## src/rtl/vga_pkg.sv

```systemverilog
// ============================================================================
// Module   : vga_pkg
// Brief    : Shared timing constants and datapath types for the VGA output
//            stage (timing generator and pixel pipeline).
// Revision : 1.0 - initial release
// ============================================================================
`default_nettype none

package vga_pkg;

    localparam int unsigned H_TOTAL = 640 + 16 + 96 + 48;
    localparam int unsigned V_TOTAL = 480 + 10 + 2 + 33;

    typedef struct packed {
        logic [3:0] r;
        logic [3:0] g;
        logic [3:0] b;
    } rgb444_t;

    typedef struct packed {
        logic hs;
        logic vs;
        logic act;
    } vga_sync_t;

    // The 4-bit DACs only see the top nibble of each RGB888 channel.
    function automatic rgb444_t rgb_nibbles(input logic [23:0] px);
        rgb444_t res;
        res.r = px[23:20];
        res.g = px[15:12];
        res.b = px[7:4];
        return res;
    endfunction

endpackage

`default_nettype wire

```

## src/rtl/vga_timing.sv

```systemverilog
// ============================================================================
// Module   : vga_timing
// Brief    : Stage-0 horizontal/vertical counters, raw sync windows, pixel
//            request, dither parity bits and frame_start pulse.
//            Optional macro: VGA_TEMPORAL_DITHER_EN (per-frame parity flip).
// Revision : 1.0 - initial release
// ============================================================================
`default_nettype none

module vga_timing
    import vga_pkg::*;
#(
    parameter int unsigned H_ACTIVE = 640,
    parameter int unsigned H_FP     = 16,
    parameter int unsigned H_SYNC   = 96,
    parameter int unsigned H_BP     = 48,
    parameter int unsigned V_ACTIVE = 480,
    parameter int unsigned V_FP     = 10,
    parameter int unsigned V_SYNC   = 2,
    parameter int unsigned V_BP     = 33
) (
    input  logic       clk,
    input  logic       rst_n,
    input  logic       pix_ce,
    output logic [9:0] pix_x,
    output logic [9:0] pix_y,
    output logic       hc,
    output logic       vc,
    output vga_sync_t  sync_raw,
    output logic       frame_start
);

    localparam int unsigned HT = H_ACTIVE + H_FP + H_SYNC + H_BP;
    localparam int unsigned VT = V_ACTIVE + V_FP + V_SYNC + V_BP;
    localparam int HW = $clog2(HT);
    localparam int VW = $clog2(VT);

    logic [HW-1:0] hcount_q, hcount_d;
    logic [VW-1:0] vcount_q, vcount_d;
    logic [31:0]   h_pos, v_pos;
    logic          h_last, v_last;
    logic          frame_par;

    assign h_pos  = 32'(hcount_q);
    assign v_pos  = 32'(vcount_q);
    assign h_last = (h_pos == HT - 1);
    assign v_last = (v_pos == VT - 1);

    always_comb begin
        hcount_d = hcount_q + 1'b1;
        vcount_d = vcount_q;
        if (h_last) begin
            hcount_d = '0;
            vcount_d = v_last ? '0 : vcount_q + 1'b1;
        end
    end

    always_ff @(posedge clk or negedge rst_n) begin
        if (!rst_n) begin
            hcount_q <= '0;
            vcount_q <= '0;
        end else if (pix_ce) begin
            hcount_q <= hcount_d;
            vcount_q <= vcount_d;
        end
    end

`ifdef VGA_TEMPORAL_DITHER_EN
    logic frame_par_q;

    always_ff @(posedge clk or negedge rst_n) begin
        if (!rst_n) begin
            frame_par_q <= 1'b0;
        end else if (pix_ce && h_last && v_last) begin
            frame_par_q <= ~frame_par_q;
        end
    end

    assign frame_par = frame_par_q;
`else
    assign frame_par = 1'b0;
`endif

    assign pix_x = 10'(hcount_q);
    assign pix_y = 10'(vcount_q);
    assign hc    = hcount_q[0] ^ frame_par;
    assign vc    = vcount_q[0] ^ frame_par;

    assign sync_raw.act = (h_pos < H_ACTIVE) && (v_pos < V_ACTIVE);
    assign sync_raw.hs  = (h_pos >= H_ACTIVE + H_FP) &&
                          (h_pos <  H_ACTIVE + H_FP + H_SYNC);
    assign sync_raw.vs  = (v_pos >= V_ACTIVE + V_FP) &&
                          (v_pos <  V_ACTIVE + V_FP + V_SYNC);

    // Gated by rst_n so the pulse cannot appear while the counters are held in reset.
    assign frame_start = rst_n && pix_ce && (hcount_q == '0) && (vcount_q == '0);

endmodule

`default_nettype wire

```

## src/rtl/vga_pixel_out.sv

```systemverilog
// ============================================================================
// Module   : vga_pixel_out
// Brief    : VGA timing plus two-stage colour/sync pipeline feeding the 4-bit
//            DACs. Optional macro: VGA_TEMPORAL_DITHER_EN.
// Revision : 1.0 - initial release
// ============================================================================
`default_nettype none

module vga_pixel_out
    import vga_pkg::*;
#(
    parameter int unsigned H_ACTIVE = 640,
    parameter int unsigned H_FP     = 16,
    parameter int unsigned H_SYNC   = 96,
    parameter int unsigned H_BP     = 48,
    parameter int unsigned V_ACTIVE = 480,
    parameter int unsigned V_FP     = 10,
    parameter int unsigned V_SYNC   = 2,
    parameter int unsigned V_BP     = 33,
    parameter logic        SYNC_POL = 1'b0
) (
    input  logic        clk,
    input  logic        rst_n,
    input  logic        pix_ce,
    output logic [9:0]  pix_x,
    output logic [9:0]  pix_y,
    output logic        pix_req,
    output logic        hc,
    output logic        vc,
    input  logic [23:0] pix_in,
    output logic [3:0]  vga_r,
    output logic [3:0]  vga_g,
    output logic [3:0]  vga_b,
    output logic        vga_hs,
    output logic        vga_vs,
    output logic        frame_start
);

    vga_sync_t sync_raw;
    vga_sync_t sync1_q;
    rgb444_t   nib1_q;
    rgb444_t   rgb2_q;
    logic      hs2_q;
    logic      vs2_q;

    vga_timing #(
        .H_ACTIVE (H_ACTIVE),
        .H_FP     (H_FP),
        .H_SYNC   (H_SYNC),
        .H_BP     (H_BP),
        .V_ACTIVE (V_ACTIVE),
        .V_FP     (V_FP),
        .V_SYNC   (V_SYNC),
        .V_BP     (V_BP)
    ) u_timing (
        .clk         (clk),
        .rst_n       (rst_n),
        .pix_ce      (pix_ce),
        .pix_x       (pix_x),
        .pix_y       (pix_y),
        .hc          (hc),
        .vc          (vc),
        .sync_raw    (sync_raw),
        .frame_start (frame_start)
    );

    assign pix_req = sync_raw.act;

    // Colour and sync travel through the same two stages so their phase never drifts.
    always_ff @(posedge clk or negedge rst_n) begin
        if (!rst_n) begin
            nib1_q  <= '0;
            sync1_q <= '0;
            rgb2_q  <= '0;
            hs2_q   <= ~SYNC_POL;
            vs2_q   <= ~SYNC_POL;
        end else if (pix_ce) begin
            nib1_q  <= rgb_nibbles(pix_in);
            sync1_q <= sync_raw;
            rgb2_q  <= sync1_q.act ? nib1_q : '0;
            hs2_q   <= sync1_q.hs ? SYNC_POL : ~SYNC_POL;
            vs2_q   <= sync1_q.vs ? SYNC_POL : ~SYNC_POL;
        end
    end

    assign vga_r  = rgb2_q.r;
    assign vga_g  = rgb2_q.g;
    assign vga_b  = rgb2_q.b;
    assign vga_hs = hs2_q;
    assign vga_vs = vs2_q;

endmodule

`default_nettype wire

```

## config.mk

```make
export PLATFORM = sky130hd
export DESIGN_NAME = vga_pixel_out
export DESIGN_NICKNAME = d
export VERILOG_FILES = /design/src/rtl/vga_pkg.sv /design/src/rtl/vga_timing.sv /design/src/rtl/vga_pixel_out.sv
export SDC_FILE = /design/constraint.sdc
export NUM_CORES = 1
export LEC_CHECK = 0
export BUFFER_PORTS_ARGS = -buffer_cell sky130_fd_sc_hd__buf_2
export CELL_PAD_IN_SITES_DETAIL_PLACEMENT = 1
export CELL_PAD_IN_SITES_GLOBAL_PLACEMENT = 1
export CORE_AREA = 3 3 80 82
export CTS_CLUSTER_SIZE = 10
export DETAILED_ROUTE_END_ITERATION = 12
export DIE_AREA = 0 0 83 85
export GPL_TIMING_DRIVEN = 0
export PLACE_DENSITY = 0.85
export RECOVER_POWER = 50
export SYNTH_ARGS = -nofsm -noshare
export SYNTH_HDL_FRONTEND = slang
export SYNTH_SLANG_ARGS = --single-unit
```

## constraint.sdc

```tcl
create_clock -name clk -period 2.3 [get_ports clk]
set_input_delay 0.23 -clock clk [delete_from_list [all_inputs] [get_ports clk]]
set_output_delay 0.23 -clock clk [all_outputs]
set_load 0.02 [all_outputs]
```

==> results of run 1 <==
==> layer usage <==
layer	global-route usage (%)	up-vias	routed length, um
met5	0	-	0
met4	4.90	0	65
met3	3.30	7	248
met2	28.2	42	2660
met1	22.1	873	2560
li1	-	825	-
==> what timing repair did <==
item	CTS	global route
buffers inserted	0	0
hold buffers	0	0
resized for setup	0	1
setup endpoints to repair	0	1
==> report_power, final <==
| group | switching (mW) | internal [mW] |
|---|---|---|
| sequential | 0.136 | 0.968 |
| combinational | 0.321 | 0.213 |
| clock | 0.295 | 0.432 |
==> cells by family (layout without fill, tap and decap cells) <==
| kind of cell | Yosys count | count (layout) | synth area share, % |
|---|---|---|---|
| mux | 17 | 17 | 8.44 |
| compound gates | 26 | 26 | 6.15 |
| xor+xnor | 11 | 11 | 4.30 |
| fa+ha+maj | 4 | 4 | 2.24 |
| buf+inv | 28 | 88 | 5.20 |
| flops | 49 | 49 | 54.9 |
| simple gates | 71 | 71 | 18.8 |
==> metrics by stage <==
step | power (mW) | instance area, um2 | worst slack (ns) | hold WS, ns | cells
after floorplan | 1.45 | 2240 | 0.528 | -0.0656 | 206
after global placement | 1.64 | 2590 | 0.151 | 0.398 | 333
after detailed placement | 1.67 | 2590 | 0.115 | 0.416 | 333
after CTS | 2.41 | 2730 | 0.104 | 0.143 | 341
after global routing | 2.51 | 2710 | 0.0754 | 0.0367 | 341
final | 2.36 | 2710 | 0.235 | -0.0186 | 341
==> synth_stat cells (all sizes together), types with 2 or more instances <==
| master | number |
|---|---|
| dfrtp | 47 |
| nand3 | 26 |
| o21ai | 19 |
| inv | 18 |
| mux2 | 15 |
| nor2 | 12 |
| nand2 | 8 |
| buf | 7 |
| xnor2 | 7 |
| nand4 | 6 |
| and3 | 4 |
| ha | 4 |
| xor2 | 4 |
| a21oi | 3 |
| and4 | 3 |
| clkbuf | 3 |
| nor3 | 3 |
| dfstp | 2 |
| mux2i | 2 |
| o31ai | 2 |
==> sequential cells by signal, summed over array words and instances, names as in the netlist <==
| name | flops |
|---|---|
| vga_g | 4 |
| nib1_q | 12 |
| vga_hs | 1 |
| u_timing.pix_y | 10 |
| u_timing.pix_x | 10 |
| vga_r | 4 |
| sync1_q | 3 |
| vga_vs | 1 |
| vga_b | 4 |
==> worst max path at each step <==
stage                      start                 to  slack [ns]  cells past startpoint
6_report       u_timing.pix_y[0]        frame_start        0.24                      6
5_1_grt        u_timing.pix_y[0]        frame_start        0.08                      6
4_1_cts                    rst_n        frame_start        0.10                      5
3_5_place_dp               rst_n        frame_start        0.11                      5
3_3_place_gp               rst_n        frame_start        0.15                      5
2_1_floorplan  u_timing.pix_x[0]  u_timing.pix_y[9]        0.53                      5
==> area by class of cell <==
class,count,area (um2),share of cell area [%]
Clock buffer,5,68.8,2.54
Clock inverter,3,65.1,2.40
Inverter,18,67.6,2.49
Buffer,10,48.8,1.80
Sequential cell,49,1230,45.3
Multi-Input combinational cell,129,893,33.0
Tap cell,75,93.8,3.46
Timing Repair Buffer,52,244,9.00
==> summary by stage, run 1 <==
Worst setup path
For the worst setup path, the data required time is around 2.1 ns. The critical path in this run is classified as register to output pin. Counting both buffers and inverters, the worst setup path holds a total of 2. STA classifies the critical path endpoint as an output pin. In this run the critical register-to-register path is launched from u_timing.pix_x[0]. The maximum fanout along the worst path is 8. At the worst endpoint, the arrival time is approximately 1.8 ns.

The master of the slowest instance on the critical path is dfrtp_1. The minimum setup slack among reg-to-reg paths is 0.43 ns. Among cell families on the critical path, the largest total delay comes from simple AND/OR/NAND/NOR gates. For this run, the slowest stage of the critical path takes roughly 0.48 ns. The critical path launch point type is a register. The endpoint identified for the worst register-to-register timing path is u_timing.pix_y[9]. Traced cell by cell, the critical path runs through inv_1 -> ha_1 -> nor4b_1 -> nand4_1 -> nor2_1 -> buf_2. Counting cells, the worst reg-to-reg path comes to 5.

Layout
In the layout the commonest cells are dfrtp_1 (47), buf_2 (39), nand3_1 (25). The utilization after layout is 46.6%. After filler insertion, the fill cell instance count of the layout stands at a little under 700.

The total inserted antenna cells is 0. The number of nets in the layout is between 200 and 300. In the final layout, the share of cells above drive strength 1 is between 20% and 30%. The area growth from synthesis to layout is 21.1%. Leaving out fill and tap cells, the most frequent cell in the layout is dfrtp_1.

Floorplan
The area of the core is a little under 6000 um2. In this run the core area contains 28 standard-cell rows. The starting density of the core is around two fifths.

The overall die area is ~7100 um2. The height of the die is 85 um. Pin placement for this block handled 65 I/O pins. The die is just over 80 um wide.

Drt
The routed layout has 1747 vias. The number of iterations in the first detailed-routing pass is 2. The average routed wire per standard cell is 16.2 um. The DRC violation total after the first TritonRoute iteration is 42.

In the routed design, unresolved DRC markers number 0. The vias per cell is a little over 5. The final layout contains routed wiring with a total length of approximately 5.5 mm. Once detail routing completed, the nets flagged for antenna violations numbered 0.

Yosys
The number of instances in the synthesized netlist is about 210. The total nets after synthesis is between 200 and 250. The largest total area in the synthesized netlist belongs to dfrtp_1. The share of synthesized area occupied by flip-flops and latches is between 50% and 60%. After synthesis the netlist holds a flip-flop and latch count of 49. For this run, asynchronously set or reset flops after synthesis account for 100%.

After synthesis, the cell types taking the most area are dfrtp_1 (53%), mux2_2 (7.5%), nand3_1 (5.6%), o21ai_0 (4.2%), inv_1 (3.0%). The primary flip-flop cell chosen by synthesis mapping is dfrtp_1. In this run the biggest area consumer among cell types represents approximately 53% of the synthesized area. The number of enable flip-flop cells after synthesis is 0. The synthesis warning total is 0. The number of different library cells in the post-synthesis netlist is 38. Summing every instance area after synthesis gives 2240 um2. Dividing the synthesized area by the synthesized cell count gives between 10 and 15 um2.

STA
Final hold analysis gives a worst-case slack of -0.0186 ns. The routed design could run at a clock period as short as 2.06 ns. For this run, the top clock speed supported by timing is between 400 and 500 MHz. The accumulated negative setup slack is 0 ns. The number of endpoints with negative hold slack in the final report is 22. The share of the cycle needed by the critical path after routing is between 80% and 90%. Setup repair after global routing left no endpoint under its margin. The max-slew violation count was 0. The worst-margin pin slew is ~0.69 ns. Setup violations remaining at the end of the flow were counted as 0. For the final database, setup skew stands at about 0.0034 ns. The worst slew margin relative to its limit is a little over half.

Pwr
VDD sags by at most around 0.44 mV. In this run the static leakage power is between 1 and 1.5 nW. The power density relative to cell area is around 870 nW/um2.

Global routing
The maximum number of pins on one net before global-route repair is 51. The initial antenna violation count is 0. The via count of the first global-routing pass is 1898.

Global routing finished with a remaining overflow of 0. The wire length of the first global-routing pass is slightly below 10 mm. The total track usage is between 10% and 20%.

Placement
Input and output buffers added on the ports amount to between 50 and 60. The congestion estimate from routability-driven global placement came to about 0.8. Detailed placement ended at an HPWL of just under 4 mm.

Clocking
Counting along the longest clock path gives a buffer depth of 2. TritonCTS built the clock tree. The tree is rooted in a clkbuf_8. The H-tree generated during clock tree synthesis spans 2 levels.

After clock tree synthesis, the clock-pin slew on the worst setup and hold paths is approximately 0.09 ns. For this design, the sink count on the clock tree is about 50. The worst-skew pair later-pin latency is 0.30 ns.

The number of clock buffers added by TritonCTS is 5.

Run status
The run finished, with violations left. The final reports fail on hold timing.

Run
The tool flagged a number of max-cap violations equal to 0.

Worst hold path
The class of the tightest hold or removal check is input port to asynchronous set/reset pin.
No activity file was read; power rests on OpenSTA's default activity.
==> run 2, diff against run 1 <==
BUFFER_PORTS_ARGS = unset   (was -buffer_cell sky130_fd_sc_hd__buf_2)
CORE_AREA = 3 3 67 82   (was 3 3 80 82)
DIE_AREA = 0 0 70 85   (was 0 0 83 85)
DONT_BUFFER_PORTS = 1   (was unset)
PLACE_DENSITY = 0.84   (was 0.85)
==> summary by stage, run 2 (same netlist as run 1, synthesis figures left out) <==
Run status
The run finished with clean final reports.

STA
Summed over all failing endpoints, the final setup total negative slack is 0 ns. After layout, the worst path uses 88.0% of the clock period. Counting I/O delays and the setup requirement, the final critical path takes between 2 and 2.5 ns. The final count of negative-setup-slack endpoints is 0. The max-slew violation count was 0. Timing would allow up to between 400 and 500 MHz.

Measured against its own limit, the worst slew margin works out to roughly 19%. On the final layout, the worst clock skew is ~0.0034 ns. The number of endpoints with negative hold slack in the final report is 0. For the pin with the worst max-slew slack, the measured transition is ~1.2 ns. Setup repair after global routing left no endpoint under its margin.

Clocking
CTS built an H-tree with a depth of 2. Buffers inserted during clock tree synthesis total 5. The post-CTS setup buffer count is 0. For the worst-skew pair, the clock arrives at the later sink with an insertion delay of 0.29 ns. The number of sinks handled by clock tree synthesis is 49. The CTS tree is built.

The root buffer cell chosen for the clock tree is clkbuf_8. The maximum clock insertion buffer count is 2. The clock slew at the register clock pins of the worst setup and hold paths is ~0.090 ns.

Pwr
The net switching component of the power is just over 0.7 mW. The fraction of power consumed by combinational cells is ~15%. The switching fraction of total power is between 30% and 40%.

The cell-internal power is 1.47 mW. VDD sags by at most about 0.44 mV. Per report_power, the sequential group accounts for between 50% and 60% of the total. The leakage dissipation is 1.10 nW. Power spread over the standard cell area amounts to just under 900 nW/um2. The clock share of power is between 20% and 30%.

Layout
The utilization after layout is 50.8%. The largest register by flop count is nib1_q. The flip-flop count of the largest register, all copies and words added is 12. The net count of the finished layout is ~250. The area growth from synthesis to layout is 9.78%.

The repair_antennas step left the layout with diodes totalling 0. The share of layout cells above drive strength 1 is 18.5%. After filler insertion, the fill cell instance count of the layout stands at roughly 540. In the layout the commonest cells are dfrtp_1 (47), nand3_1 (25), o21ai_0 (19). The most common cell after layout, fill and taps aside is dfrtp_1.

Worst hold path
The class of the tightest hold or removal check is input port to register.

Drt
The routed design has 4.94 mm of wire. The via count is about 1500. The vias per cell is between 5 and 6. The first detailed-routing pass took 4 iterations. The DRC violations left is 0.

The first routing iteration left 52 violations. Once detail routing completed, the nets flagged for antenna violations numbered 0. In the final routed layout, each cell accounts on average for approximately 18 um.

Floorplan
The overall die area is ~6000 um2. The count of boundary I/O pins is 65. Measured along the x axis, the die boundary spans approximately 70 um. The starting density of the core is a little under half. The area of the core is 4830 um2.

The number of rows in the core area is 28. The height of the die is 85 um.

Placement
The post-detailed-placement half-perimeter wirelength is roughly 3.5 mm. The number of buffers added on ports is 0. The last weighted congestion value of the routability-driven placer is roughly 0.80.

Worst setup path
For the worst setup path, the data required time is between 2 and 3 ns. Grouping stages by cell kind, the critical path spends the most delay in simple AND/OR/NAND/NOR gates. Data on the critical path arrives at its endpoint at ~2.3 ns. STA classifies the critical path startpoint as a register.

The worst setup path is captured at a register. The critical path goes through ha_1 -> and4_4 -> nand3_4 -> or4_1 -> a21oi_1. The master of the slowest instance on the critical path is dfrtp_1. The delay contributed by the slowest stage of the critical path is approximately 0.6 ns.

The critical path is of the register to register type. Along the worst path, the maximum fanout reaches 10. Counting both buffers and inverters, the worst setup path holds a total of 0.

Global routing
The via count of the first global-routing pass came to around 1600. The initial antenna violation count is 0. Global routing finished with a remaining overflow of 0. The wire length of the first global-routing pass is approximately 8.2 mm.

In the global route stage, overall resource usage came out at approximately 17%. The maximum number of pins on one net before global-route repair is 50.

Run
Across the run, the number of max-cap violations was 0.
==> run 2: metrics by stage <==
step	instance area [um2]	worst slack [ns]	hold WS, ns	std cells	power [mW]
after floorplan	2240	0.528	-0.0656	206	1.45
after global placement	2310	0.343	-0.0644	266	1.53
after detailed placement	2310	0.297	-0.0645	266	1.55
after CTS	2470	0.0685	0.0663	276	2.22
after global routing	2460	0.110	0.0598	276	2.30
final	2460	0.277	0.0771	276	2.18
==> run 2: worst paths after layout <==
check | startpoint | to | slack, ns | cells after the start
worst max register to register | u_timing.pix_x[0] | u_timing.pix_y[9] | 0.28 | 5
min in group asynchronous | rst_n | vga_b[0] | 0.75 | 2
worst min register to register | sync1_q[1] | vga_vs | 0.42 | 1
worst min-delay path | pix_in[15] | nib1_q[7] | 0.08 | 1
worst max-delay path | u_timing.pix_x[0] | u_timing.pix_y[9] | 0.28 | 5
max in group asynchronous | rst_n | u_timing.pix_y[9] | 0.82 | 2
==> run 2: final cells by class <==
| class | instances | area (um2) | share of cell area [%] |
|---|---|---|---|
| sequential | 49 | 1230 | 50.0 |
| clock inverter | 2 | 37.5 | 1.53 |
| timing repair buffer | 2 | 15.0 | 0.611 |
| clock buffer | 6 | 82.6 | 3.36 |
| multi-input combinational | 129 | 902 | 36.7 |
| buffer | 10 | 48.8 | 1.99 |
| tap | 60 | 75.1 | 3.05 |
| inverter | 18 | 67.6 | 2.75 |
==> run 2: power by group through the flow <==
| stage | registers (mW) | logic [mW] | clock network [mW] |
|---|---|---|---|
| after floorplan | 1.19 | 0.256 | 0 |
| after global placement | 1.24 | 0.289 | 0 |
| after detailed placement | 1.24 | 0.304 | 0 |
| after CTS | 1.23 | 0.330 | 0.661 |
| after global routing | 1.24 | 0.362 | 0.692 |
| final | 1.22 | 0.320 | 0.642 |
==> run 2: per-layer routing <==
metal / GRT usage, % / wire length [um] / vias up
met3: 4.74 / 306 / 5
met2: 27.9 / 2390 / 45
met1: 22.5 / 2190 / 768
met5: 0 / 0 / -
met4: 4.70 / 53 / 0
li1: - / - / 729
==> run 2: what timing repair did <==
action	CTS	global route
hold endpoints to repair	49	0
endpoints found under the setup margin	0	1
hold buffers	2	0
gates resized for setup	0	2
==> run 3, diff against run 2 <==
RECOVER_POWER = unset   (was 50)
==> summary by stage, run 3 (same netlist as run 1, synthesis figures left out) <==
Layout
The area growth from synthesis to layout is 10.8%. For this run, the share of the core covered by cells in the final layout is 51.3%. The final layout contains between 200 and 250 nets. The count of cells in the finished layout, fillers not included, comes to between 200 and 300. The total inserted antenna cells is 0. Summing all flip-flop and latch instances after layout gives 1230 um2.

Once layout is done, the placed cells without fillers occupy between 2000 and 2500 um2. The most common cell after layout, fill and taps aside is dfrtp_1. The flip-flop count of the largest register, all copies and words added is 12.

The post-route netlist has around a fifth of its cells at a drive strength greater than 1. The multi-input combinational cells in the finished layout cover a total of about 900 um2. Counting flops per register, the top entry is nib1_q. Leaving out fill and tap cells, the most frequent cells in the layout are dfrtp_1 (47), nand3_1 (25), o21ai_0 (19). The count of fill cells added during filler insertion is ~530.

Worst setup path
The origin of the critical flop-to-flop path is u_timing.pix_x[0]. The worst setup path is captured at a register. STA puts the critical path data required time at ~2.5 ns. Setup slack on the worst reg-to-reg path comes out at 0.28 ns. The depth of the most critical reg-to-reg path is 5.

The maximum fanout along the worst path is 10. The end of the critical path is u_timing.pix_y[9]. The reg-to-reg critical path endpoint is u_timing.pix_y[9]. In this run the worst setup path begins at u_timing.pix_x[0]. The critical path launch point type is a register. The type of the setup path with the least slack is register to register. At the worst endpoint, the arrival time is between 2 and 2.5 ns.

Placement
The area after detailed placement is around 2300 um2. The total instance count after detailed placement is 266. The last weighted congestion value of the routability-driven placer is between 0.8 and 0.9. The number of buffers added on ports is 0.

The wire-length estimate of the detail-placed layout is 3.48 mm.

Floorplan
For this configuration, the core starts out at a cell density of 46.3%. The die is roughly 85 um tall. The floorplan has 28 rows.

The die is roughly 70 um wide. For this design the top-level I/O count stands at 65. After floorplanning, the core was sized to cover between 4000 and 5000 um2.

The overall die area is just under 6000 um2.

Clocking
Post-CTS timing repair inserted 0 buffers for setup. The H-tree was split into 2 levels. The later pin in the worst-skew pair is clocked with a latency of roughly 0.29 ns.

The CTS tree is built. The CTS root buffer is clkbuf_8. After clock tree synthesis, the clock-pin slew on the worst setup and hold paths is 0.09 ns. The maximum clock insertion buffer count is 2. The number of sinks handled by clock tree synthesis is just under 50.

The number of clock buffers inserted by TritonCTS is 5.

Worst hold path
The tightest min-delay check is of the input port to register type.

STA
The worst slew margin relative to its limit is between 60 and 70%. The share of the cycle needed by the critical path after routing is between 80% and 90%. Summed over all failing endpoints, the final setup total negative slack is 0 ns. The final count of negative-setup-slack endpoints is 0.

The post-route worst hold slack is 0.0771 ns. Setup repair after global routing left no endpoint under its margin. Static timing analysis puts the maximum clock frequency at slightly below 500 MHz. The max-slew violation count is 0. The number of endpoints with negative hold slack in the final report is 0.

Subtracting the final worst setup slack from the clock period gives 2.02 ns. For the pin with the worst max-slew slack, the measured transition is 0.549 ns. The final worst clock skew is around 0.0033 ns.

Pwr
The leakage dissipation is ~1.1 nW. The peak supply drop is ~0.44 mV. The power density relative to cell area is between 800 and 900 nW/um2.

Drt
The detailed router finished its first iteration with 52 violations. Detailed routing inserted a total of 1544 vias. Dividing the detail-routed wire length by the instance count gives approximately 18 um. The antenna violation net count after detailed routing is 0. In the routed design, unresolved DRC markers number 0. The final layout contains routed wiring with a total length of about 4.9 mm. Using the TritonRoute via totals, the vias-per-cell ratio works out to 5.59. The number of iterations in the first detailed-routing pass is 4.

Global routing
The initial antenna violation count is 0. The total overflow reported by the global router is 0. The via count of the first global-routing pass is 1603.

The first global-routing pass estimated around 8.2 mm of wire. Entering global routing, the biggest net connects 50 pins. In the global route stage, overall resource usage came out at between 15 and 20%.

Run
Across the run, the number of max-cap violations was 0.

Run status
The flow ran to the end, and the final reports show no timing, DRC or antenna violations.
[run 3: area by class of cell]
class	instances	area share (%)
Buffer	10	1.97
Clock buffer	6	3.33
Clock inverter	2	1.51
Inverter	18	2.72
Multi-Input combinational cell	129	36.4
Sequential cell	49	49.5
Tap cell	60	3.03
Timing Repair Buffer	2	1.51
[run 3: metrics by stage]
stage	worst slack (ns)	total power, mW
global route	0.110	2.30
CTS	0.0685	2.22
floorplan	0.528	1.45
global placement	0.343	1.53
detailed placement	0.297	1.55
finish	0.275	2.19
[run 3: timing repair]
action | CTS | global route
setup endpoints to repair | 0 | 1
gates resized for setup | 0 | 2
hold buffers | 2 | 0
hold endpoints to repair | 49 | 0
[run 3: worst min path at each step]
stage / start / end / slack, ns / depth (start not counted)
5_1_grt: pix_in[5] / nib1_q[1] / 0.06 / 1
4_1_cts: pix_in[5] / nib1_q[1] / 0.07 / 1
3_3_place_gp: rst_n / vga_g[3] / -0.06 / 0
3_5_place_dp: rst_n / vga_b[3] / -0.06 / 0
6_report: pix_in[15] / nib1_q[7] / 0.08 / 1
2_1_floorplan: rst_n / nib1_q[0] / -0.07 / 0
[run 3: where the power goes]
part | internal [mW] | total [mW] | switching [mW]
clock | 0.354 | 0.642 | 0.288
combinational | 0.159 | 0.325 | 0.166
sequential | 0.966 | 1.22 | 0.257
total | 1.48 | 2.19 | 0.711
[run 3: per-layer routing]
layer	part of all wire (%)	track usage, %	wire length (um)	vias to the layer above
met2	48	27.9	2390	45
met1	44	22.5	2190	766
li1	-	-	-	728
met4	1.1	4.70	53	0
met3	6.2	4.74	306	5
met5	0	0	0	-
[run 3: critical path, cell delays in order, from the launching register on]
cell and delay [ns]:
dfrtp_1 0.60, ha_1 0.28, and4_4 0.28, nand3_4 0.15, or4_1 0.50, a21oi_1 0.15
